### src/rtl/mem_read_buffer_if.sv
// Memory byte bus in, assembled-word valid/ready out; master = memory/consumer side, slave = buffer.
interface mem_read_buffer_if #(
  parameter int DATA_W = 8,
  parameter int WORD_W = 32
);
  logic [DATA_W-1:0] mdat_in;
  logic              mrd;
  logic              fetch;
  logic [WORD_W-1:0] word_data;
  logic              word_is_instr;
  logic              word_valid;
  logic              word_ready;

  modport master (
    output mdat_in, mrd, fetch, word_ready,
    input  word_data, word_is_instr, word_valid
  );

  modport slave (
    input  mdat_in, mrd, fetch, word_ready,
    output word_data, word_is_instr, word_valid
  );
endinterface

### src/rtl/mem_read_buffer.sv
// Packs strobed memory bytes into typed words and queues them; word_valid one cycle after the last byte.
// No backpressure to memory: a completed word meeting a full FIFO (without a same-cycle pop) is dropped and flagged.
module mem_read_buffer #(
  parameter int DATA_W     = 8,
  parameter int WORD_BYTES = 4,
  parameter int FIFO_DEPTH = 2
) (
  input  logic             clk,
  input  logic             rst_n,
  mem_read_buffer_if.slave bus,
  input  logic             abort,
  input  logic             err_clr,
  output logic             full,
  output logic             overflow,
  output logic             proto_err
);
  localparam int WORD_W = DATA_W * WORD_BYTES;
  localparam int CNT_W  = (WORD_BYTES > 1) ? $clog2(WORD_BYTES) : 1;
  localparam int AW     = $clog2(FIFO_DEPTH);
  localparam int PTR_W  = AW + 1;

  typedef struct packed {
    logic              instr;
    logic [WORD_W-1:0] data;
  } word_t;

  logic [CNT_W-1:0]  cnt;
  logic [WORD_W-1:0] asm_q;
  logic              asm_instr;
  word_t             mem [FIFO_DEPTH];
  logic [PTR_W-1:0]  wr_ptr;
  logic [PTR_W-1:0]  rd_ptr;

  logic              beat;
  logic              conflict;
  logic              type_switch;
  logic [CNT_W-1:0]  lane;
  logic              last;
  logic              word_instr;
  logic [WORD_W-1:0] asm_next;
  logic              empty;
  logic              fifo_full;
  logic              pop;
  logic              push_ok;
  logic              drop;

  assign beat        = bus.mrd ^ bus.fetch;
  assign conflict    = bus.mrd & bus.fetch;
  assign type_switch = beat && (cnt != '0) && (bus.fetch != asm_instr);
  // A type switch restarts assembly, so the new byte lands in lane 0.
  assign lane        = type_switch ? '0 : cnt;
  assign last        = beat && (lane == CNT_W'(WORD_BYTES - 1));
  assign word_instr  = ((cnt == '0) || type_switch) ? bus.fetch : asm_instr;

  always_comb begin
    asm_next = type_switch ? '0 : asm_q;
    asm_next[int'(lane)*DATA_W +: DATA_W] = bus.mdat_in;
  end

  assign empty     = (wr_ptr == rd_ptr);
  assign fifo_full = (wr_ptr[AW] != rd_ptr[AW]) && (wr_ptr[AW-1:0] == rd_ptr[AW-1:0]);
  assign pop       = !empty && bus.word_ready;
  // A pop in the same cycle frees the slot the completing word needs.
  assign push_ok   = last && (!fifo_full || pop);
  assign drop      = last && fifo_full && !pop;

  assign full              = fifo_full;
  assign bus.word_valid    = !empty;
  assign bus.word_data     = empty ? '0 : mem[rd_ptr[AW-1:0]].data;
  assign bus.word_is_instr = empty ? 1'b0 : mem[rd_ptr[AW-1:0]].instr;

  always_ff @(posedge clk or negedge rst_n) begin
    if (!rst_n) begin
      cnt       <= '0;
      asm_q     <= '0;
      asm_instr <= 1'b0;
      wr_ptr    <= '0;
      rd_ptr    <= '0;
      overflow  <= 1'b0;
      proto_err <= 1'b0;
      for (int i = 0; i < FIFO_DEPTH; i++) mem[i] <= '0;
    end else begin
      overflow  <= (!abort && drop) || (overflow && !err_clr);
      proto_err <= (!abort && (conflict || type_switch)) || (proto_err && !err_clr);
      if (abort) begin
        cnt       <= '0;
        asm_q     <= '0;
        asm_instr <= 1'b0;
        wr_ptr    <= '0;
        rd_ptr    <= '0;
      end else begin
        if (beat) begin
          cnt       <= last ? '0 : lane + 1'b1;
          asm_q     <= last ? '0 : asm_next;
          asm_instr <= word_instr;
        end
        if (push_ok) begin
          mem[wr_ptr[AW-1:0]] <= '{instr: word_instr, data: asm_next};
          wr_ptr              <= wr_ptr + 1'b1;
        end
        if (pop) rd_ptr <= rd_ptr + 1'b1;
      end
    end
  end
endmodule

### src/flat_wrapper.sv
// flat-port wrapper written by rule: the top's interface ports become plain ports
module mem_read_buffer_flat 
#(
  parameter int DATA_W     = 8,
  parameter int WORD_BYTES = 4,
  parameter int FIFO_DEPTH = 2
)
  (clk, rst_n, abort, err_clr, full, overflow, proto_err, bus_mdat_in, bus_mrd, bus_fetch, bus_word_ready, bus_word_data, bus_word_is_instr, bus_word_valid);
  mem_read_buffer_if #(.DATA_W(DATA_W), .WORD_W(32)) bus_i ();
  input  logic clk;
  input  logic rst_n;
  input  logic abort;
  input  logic err_clr;
  output logic full;
  output logic overflow;
  output logic proto_err;
  input wire logic [$bits(bus_i.mdat_in)-1:0] bus_mdat_in;
  input wire logic [$bits(bus_i.mrd)-1:0] bus_mrd;
  input wire logic [$bits(bus_i.fetch)-1:0] bus_fetch;
  input wire logic [$bits(bus_i.word_ready)-1:0] bus_word_ready;
  output wire logic [$bits(bus_i.word_data)-1:0] bus_word_data;
  output wire logic [$bits(bus_i.word_is_instr)-1:0] bus_word_is_instr;
  output wire logic [$bits(bus_i.word_valid)-1:0] bus_word_valid;
  assign bus_i.mdat_in = bus_mdat_in;
  assign bus_i.mrd = bus_mrd;
  assign bus_i.fetch = bus_fetch;
  assign bus_i.word_ready = bus_word_ready;
  assign bus_word_data = bus_i.word_data;
  assign bus_word_is_instr = bus_i.word_is_instr;
  assign bus_word_valid = bus_i.word_valid;
  mem_read_buffer #(.DATA_W(DATA_W), .WORD_BYTES(WORD_BYTES), .FIFO_DEPTH(FIFO_DEPTH)) u_core (.clk(clk), .rst_n(rst_n), .bus(bus_i), .abort(abort), .err_clr(err_clr), .full(full), .overflow(overflow), .proto_err(proto_err));
endmodule
### config.mk
export PLATFORM = sky130hd
export DESIGN_NAME = mem_read_buffer_flat
export DESIGN_NICKNAME = d
export VERILOG_FILES = /design/src/rtl/mem_read_buffer_if.sv /design/src/rtl/mem_read_buffer.sv /design/src/flat_wrapper.sv
export SDC_FILE = /design/constraint.sdc
export NUM_CORES = 1
export LEC_CHECK = 0
export BUFFER_PORTS_ARGS = -buffer_cell sky130_fd_sc_hd__buf_4
export CAP_MARGIN = 20
export CORE_ASPECT_RATIO = 1.25
export CORE_MARGIN = 2
export CORE_UTILIZATION = 55
export DETAILED_ROUTE_END_ITERATION = 8
export PLACE_DENSITY_LB_ADDON = 0.25
export SLEW_MARGIN = 10
export SYNTH_ARGS = -nofsm -noshare
export SYNTH_HDL_FRONTEND = slang
export SYNTH_SLANG_ARGS = --single-unit
### constraint.sdc
create_clock -name clk -period 3.5 [get_ports clk]
set_clock_uncertainty 0.15 [all_clocks]
set_input_delay 0.175 -clock clk [delete_from_list [all_inputs] [get_ports clk]]
set_output_delay 0.175 -clock clk [all_outputs]
set_load 0.02 [all_outputs]
[Word level (Yosys, flattened, before mapping)]
Cells that the tools add are included.
Operators by class
  add/subtract/negate cells: 4
  magnitude comparators: 3
  equality and inequality tests: 5
  shift operators: 2
  multiplexer cells: 24
  bitwise gates (word level): 5
  reductions and logical operators: 29
Operators by type and width (number)
  32-bit two-way mux: 5
  33-bit two-way mux: 4
  66-bit bitwise mux: 1
  33-bit demux with 1-bit select: 1
  5-bit negator with 33-bit output: 1
  8-bit by 33-bit variable shift with 32-bit output, first input constant: 1
  8-bit by 33-bit variable part select with 32-bit output: 1
  32-bit bitwise mux: 1
  2-bit two-way mux: 8
  1-bit logical AND: 13
  2-bit nonzero test: 4
  2-bit by 1-bit adder with 2-bit output, second input constant: 3
  1-bit zero test: 5
  1-bit logical OR: 5
  2-bit >= comparator, second input constant: 2
  1-bit two-way mux: 4
  1-bit NOT with 2-bit output: 2
  2-bit == test: 1
  2-bit == test, second input constant: 1
  2-bit zero test: 1
  2-bit by 1-bit less-than comparator with 1-bit output, second input constant: 1
  1-bit inequality test: 2
  2-bit AND reduction: 1
  1-bit bitwise AND: 1
  3 further kinds: 3
Storage, ports and cells
  register bits: 107
  input bits: 15
  logic and storage cells: 83

[Longest topological paths before layout]
  depth after elaboration: 10
  mapped depth: 14
  mapped depth without buffers: 9

[Worst setup path after synthesis]
No wires, ideal clock.
  path type: input to register
  start point: in bus_fetch
  end point: reg u_core.mem[54] (netlist bit)
  arrival: 2376 ps
  data required time: 3219 ps
  slack: 843 ps
  cell stages on the path: 13
  buffers on the path: 5
  cells stage by stage: ha_1 clkbuf_8 clkbuf_1 nand2_1 nand2_1 inv_1 ha_1 clkbuf_8 and3b_1 o311ai_1 buf_2 clkbuf_1 o21ai_0
On the way
  longest elaborated chain between the ends: 8
  elaborated cells between the ends (all ways): 15
  those cells by class: add/sub: 1; eq/ne: 2; shift: 2; mux: 4; bitwise: 1; reduce/logical: 5
Ends and longest elaborated chain
  start, declared: RTL line flat_wrapper.sv:19  | input wire logic [$bits(bus_i.fetch)-1:0] bus_fetch;
  1-bit XOR: RTL line mem_read_buffer.sv:47  | assign beat = bus.mrd ^ bus.fetch;
  1-bit logical AND (2 in a row): RTL line mem_read_buffer.sv:49  | assign type_switch = beat && (cnt != '0) && (bus.fetch != asm_instr);
  2-bit two-way mux: RTL line mem_read_buffer.sv:51  | assign lane = type_switch ? '0 : cnt;
  5-bit negator with 33-bit output or 2-bit == test (tied branches): RTL line mem_read_buffer.sv:57, mem_read_buffer.sv:52
  8-bit by 33-bit variable part select with 32-bit output, or another cell as far along: RTL line mem_read_buffer.sv:57  | asm_next[int'(lane)*DATA_W +: DATA_W] = bus.mdat_in;
  32-bit bitwise mux or 1-bit logical AND (tied branches): RTL line mem_read_buffer.sv:57, mem_read_buffer.sv:64
  66-bit bitwise mux or 2-bit AND reduction (tied branches)
  end signal, assigned by index: RTL line mem_read_buffer.sv:98  | mem[wr_ptr[AW-1:0]] <= '{instr: word_instr, data: asm_next};
  end, declared: RTL line mem_read_buffer.sv:30  | word_t mem [FIFO_DEPTH];
Several ways; a longest one is shown, not always the timed one.
A chain may end at the register's enable or synchronous reset.

[Worst setup path in the final report]
  start point: in bus_fetch
  end point: reg u_core.mem[16] (netlist bit)
The elaborated chain is that of the path after synthesis.

==> results.json <==
{
  "area.sequential_um2": 2680,
  "final_nets": 558,
  "worst-path-buf-inv": 5,
  "vias_per_cell": 5.73,
  "track_usage_pct": 24.0,
  "grt_pass1_vias": 3674,
  "synth_cell_types": 41,
  "grtUsageMet2_pct": 37.6,
  "met3_usage_pct": 3.96,
  "synth_nets": 500,
  "post-synth-top-area-fraction_pct": 53.6,
  "ys_seq_area_share_pct": 53.6,
  "placed_cell_area_um2": 5510,
  "clock_path_buffers": 2,
  "power.leakage_nw": 2.53,
  "grt.busiest_layer": "met2",
  "io_pins": 52,
  "path_max_fanout": 21,
  "avgSynthCellArea_um2": 10.4,
  "maxCapViolCount": 0,
  "postSynth.asyncResetShare_pct": 100,
  "synthesis.area_um2": 4990,
  "synth_ff_type": "dfrtp_1",
  "crit_slowest_cell": "dlygate4sd3_1",
  "clk_latency_ns": 0.38,
  "initial_core_util_pct": 57.1,
  "max_freq_mhz": 335,
  "grt_pass1_wl_mm": 18.3,
  "grtUsageMet1_pct": 34.2,
  "die_y_um": 111,
  "wl_mm": 11.3,
  "synth_edf_count": 0,
  "endpoint_kind": "flop",
  "ys_top_cells_by_area": "dfrtp_1 54%, mux2i_1 7.0%, o21ai_0 6.9%, nand2_1 5.3%, a22oi_1 4.8%",
  "place.gp.congestion": 0.927,
  "antenna_cells": 0,
  "cts-resized-gates": 0,
  "post-route-min-period_ns": 2.99,
  "worstSetupPathType": "in2reg",
  "path_cells": "dlygate4sd3_1 -> buf_4 -> ha_1 -> nand2_1 -> nand2_1 -> inv_1 -> ha_1 -> and3b_1 -> o311ai_4 -> buf_8 -> buf_4 -> o21ai_0",
  "antenna_found_initial": 0,
  "yosysMostFrequentCell": "dfrtp_1",
  "rsz0062_at_grt": "false",
  "syn_inst": 479,
  "max_stage_delay_ns": 0.54,
  "synth_area_leader_cell": "dfrtp_1",
  "ir_worst_vdd_mv": 0.216,
  "fillers": 745,
  "drcViolationCount": 0,
  "vias": 3791,
  "clock-root-buffer": "clkbuf_8",
  "status": "complete, no violations",
  "hold_path.class": "in2reg",
  "dp_hpwl_mm": 7.53,
  "slew_viol_final": 0,
  "die_w_um": 89.2,
  "tns_ns": 0,
  "core_um2": 8750,
  "hold_viol_final": 0,
  "yosys_warnings": 0,
  "clkTransAtPathRegs_ns": 0.09,
  "dieArea_um2": 9860,
  "stdcell_area_um2": 5850,
  "critical-path-top-delay-family": "buffers and inverters",
  "ys_ff_latch": 107,
  "worstMarginPinSlew_ns": 0.784,
  "post_drt_wl_per_cell_um": 17.0,
  "cts_setup_buffers": 0,
  "worst_ep_arrival_time_ns": 3.12,
  "max_slew_margin_pct": 47.8,
  "portBuffers": 51,
  "grt_overflow": 0,
  "drt_iter0_drc": 263,
  "setup_violations": 0,
  "ant_nets": 0,
  "start_kind": "primary input",
  "cts_sinks": 107,
  "rows": 38,
  "ys_top_cells_by_count": "107 x dfrtp_1, 70 x nand2_1, 69 x o21ai_0",
  "worst_ep_required_time_ns": 3.63,
  "syn_to_final_growth_pct": 17.2,
  "cts_buffers": 9,
  "drive_gt1_share_pct": 18.3,
  "power_density_nw_per_um2": 418,
  "multi_input_area_um2": 2180,
  "period_share_pct": 85.3,
  "tritoncts": "done",
  "drtPass1Iterations": 5,
  "h-tree-depth": 3,
  "grt_max_degree": 67
}
-- registers in the layout, summed over array words and instances (netlist names) --
name and count:
u_core.mem 66, u_core.asm_q 32, u_core.cnt 2, u_core.rd_ptr 2, u_core.wr_ptr 2, u_core.asm_instr 1
u_core.overflow 1, u_core.proto_err 1
-- worst register-to-register path, stage by stage, from the launching register on --
cell and delay (ns):
dfrtp_1 0.49, xor2_4 0.27, nand2_1 0.13, nand2_1 0.12, inv_1 0.13, ha_1 0.33, and3b_1 0.35, o311ai_4 0.25
buf_8 0.24, buf_4 0.20, o21ai_0 0.21
-- power breakdown --
group	internal (mW)	total (mW)	switching (mW)
Sequential	1.26	1.28	0.0212
Combinational	0.116	0.343	0.228
Clock	0.405	0.826	0.421
-- per-layer routing --
metal / wire length, um / part of all wire (%)
met1: 5080 / 45
met4: 157 / 1.4
met3: 402 / 3.6
met2: 5630 / 50
met5: 0 / 0
-- layout by cell type, fill, tap and decap left out, types with 3 or more instances in the layout --
cell / count
a22oi_1: 32
dlygate4sd3_1: 13
xor2_1: 5
nor2_1: 44
ha_1: 6
and2_1: 9
nand3b_1: 3
a22o_2: 8
a21oi_1: 9
clkbuf_8: 9
nand2_1: 70
nor2_2: 3
dfrtp_1: 106
o21ai_1: 4
buf_4: 59
mux2i_1: 35
o21ai_0: 69
a22o_1: 16
inv_1: 7
-- layout make-up --
cell class / instances / area share, %
Clock buffer: 10 / 2.18
Clock inverter: 6 / 1.50
Inverter: 7 / 0.449
Multi-Input combinational cell: 338 / 37.2
Sequential cell: 107 / 45.8
Tap cell: 120 / 2.56
Timing Repair Buffer: 74 / 10.4
-- kinds of logic (layout without fill, tap and decap cells) --
group	count (synthesis)	count (layout)	synth area share (%)
simple gates	136	136	11.6
buf+inv	34	97	3.56
xor+xnor	9	9	2.10
fa+ha+maj	6	6	1.50
mux	35	35	7.02
flops	107	107	53.6
compound gates	152	152	20.6
-- path summary, 6_finish.rpt --
kind | startpoint | endpoint | slack [ns] | cells past startpoint
max | bus_fetch | u_core.mem[16] | 0.51 | 12
min | bus_word_ready | u_core.overflow | 0.03 | 3
max reg2reg | u_core.asm_instr | u_core.mem[16] | 0.53 | 10
min reg2reg | u_core.mem[44] | u_core.mem[44] | 0.34 | 2
max in group asynchronous | rst_n | u_core.asm_q[8] | 2.04 | 3
min in group asynchronous | rst_n | u_core.mem[35] | 0.21 | 2
-- timing repair --
action / in CTS / in global routing
endpoints found under the setup margin: 0 / 0
hold buffers: 13 / 0
hold endpoints to repair: 83 / 0
-- stage by stage --
stage / power, mW / setup slack [ns] / hold WS [ns] / std cells / util [%]
5_1_grt: 2.54 / 0.279 / 0.0381 / 662 / 66.9
3_5_place_dp: 1.64 / 0.548 / 0.0995 / 633 / 63.0
3_3_place_gp: 1.63 / 0.655 / 0.0891 / 632 / 62.8
2_1_floorplan: 1.51 / 0.843 / -0.271 / 479 / -
6_report: 2.45 / 0.513 / 0.0256 / 662 / 66.9
4_1_cts: 2.46 / 0.518 / 0.0227 / 662 / 66.9
Note: power is estimated with default switching activity, not from simulation.
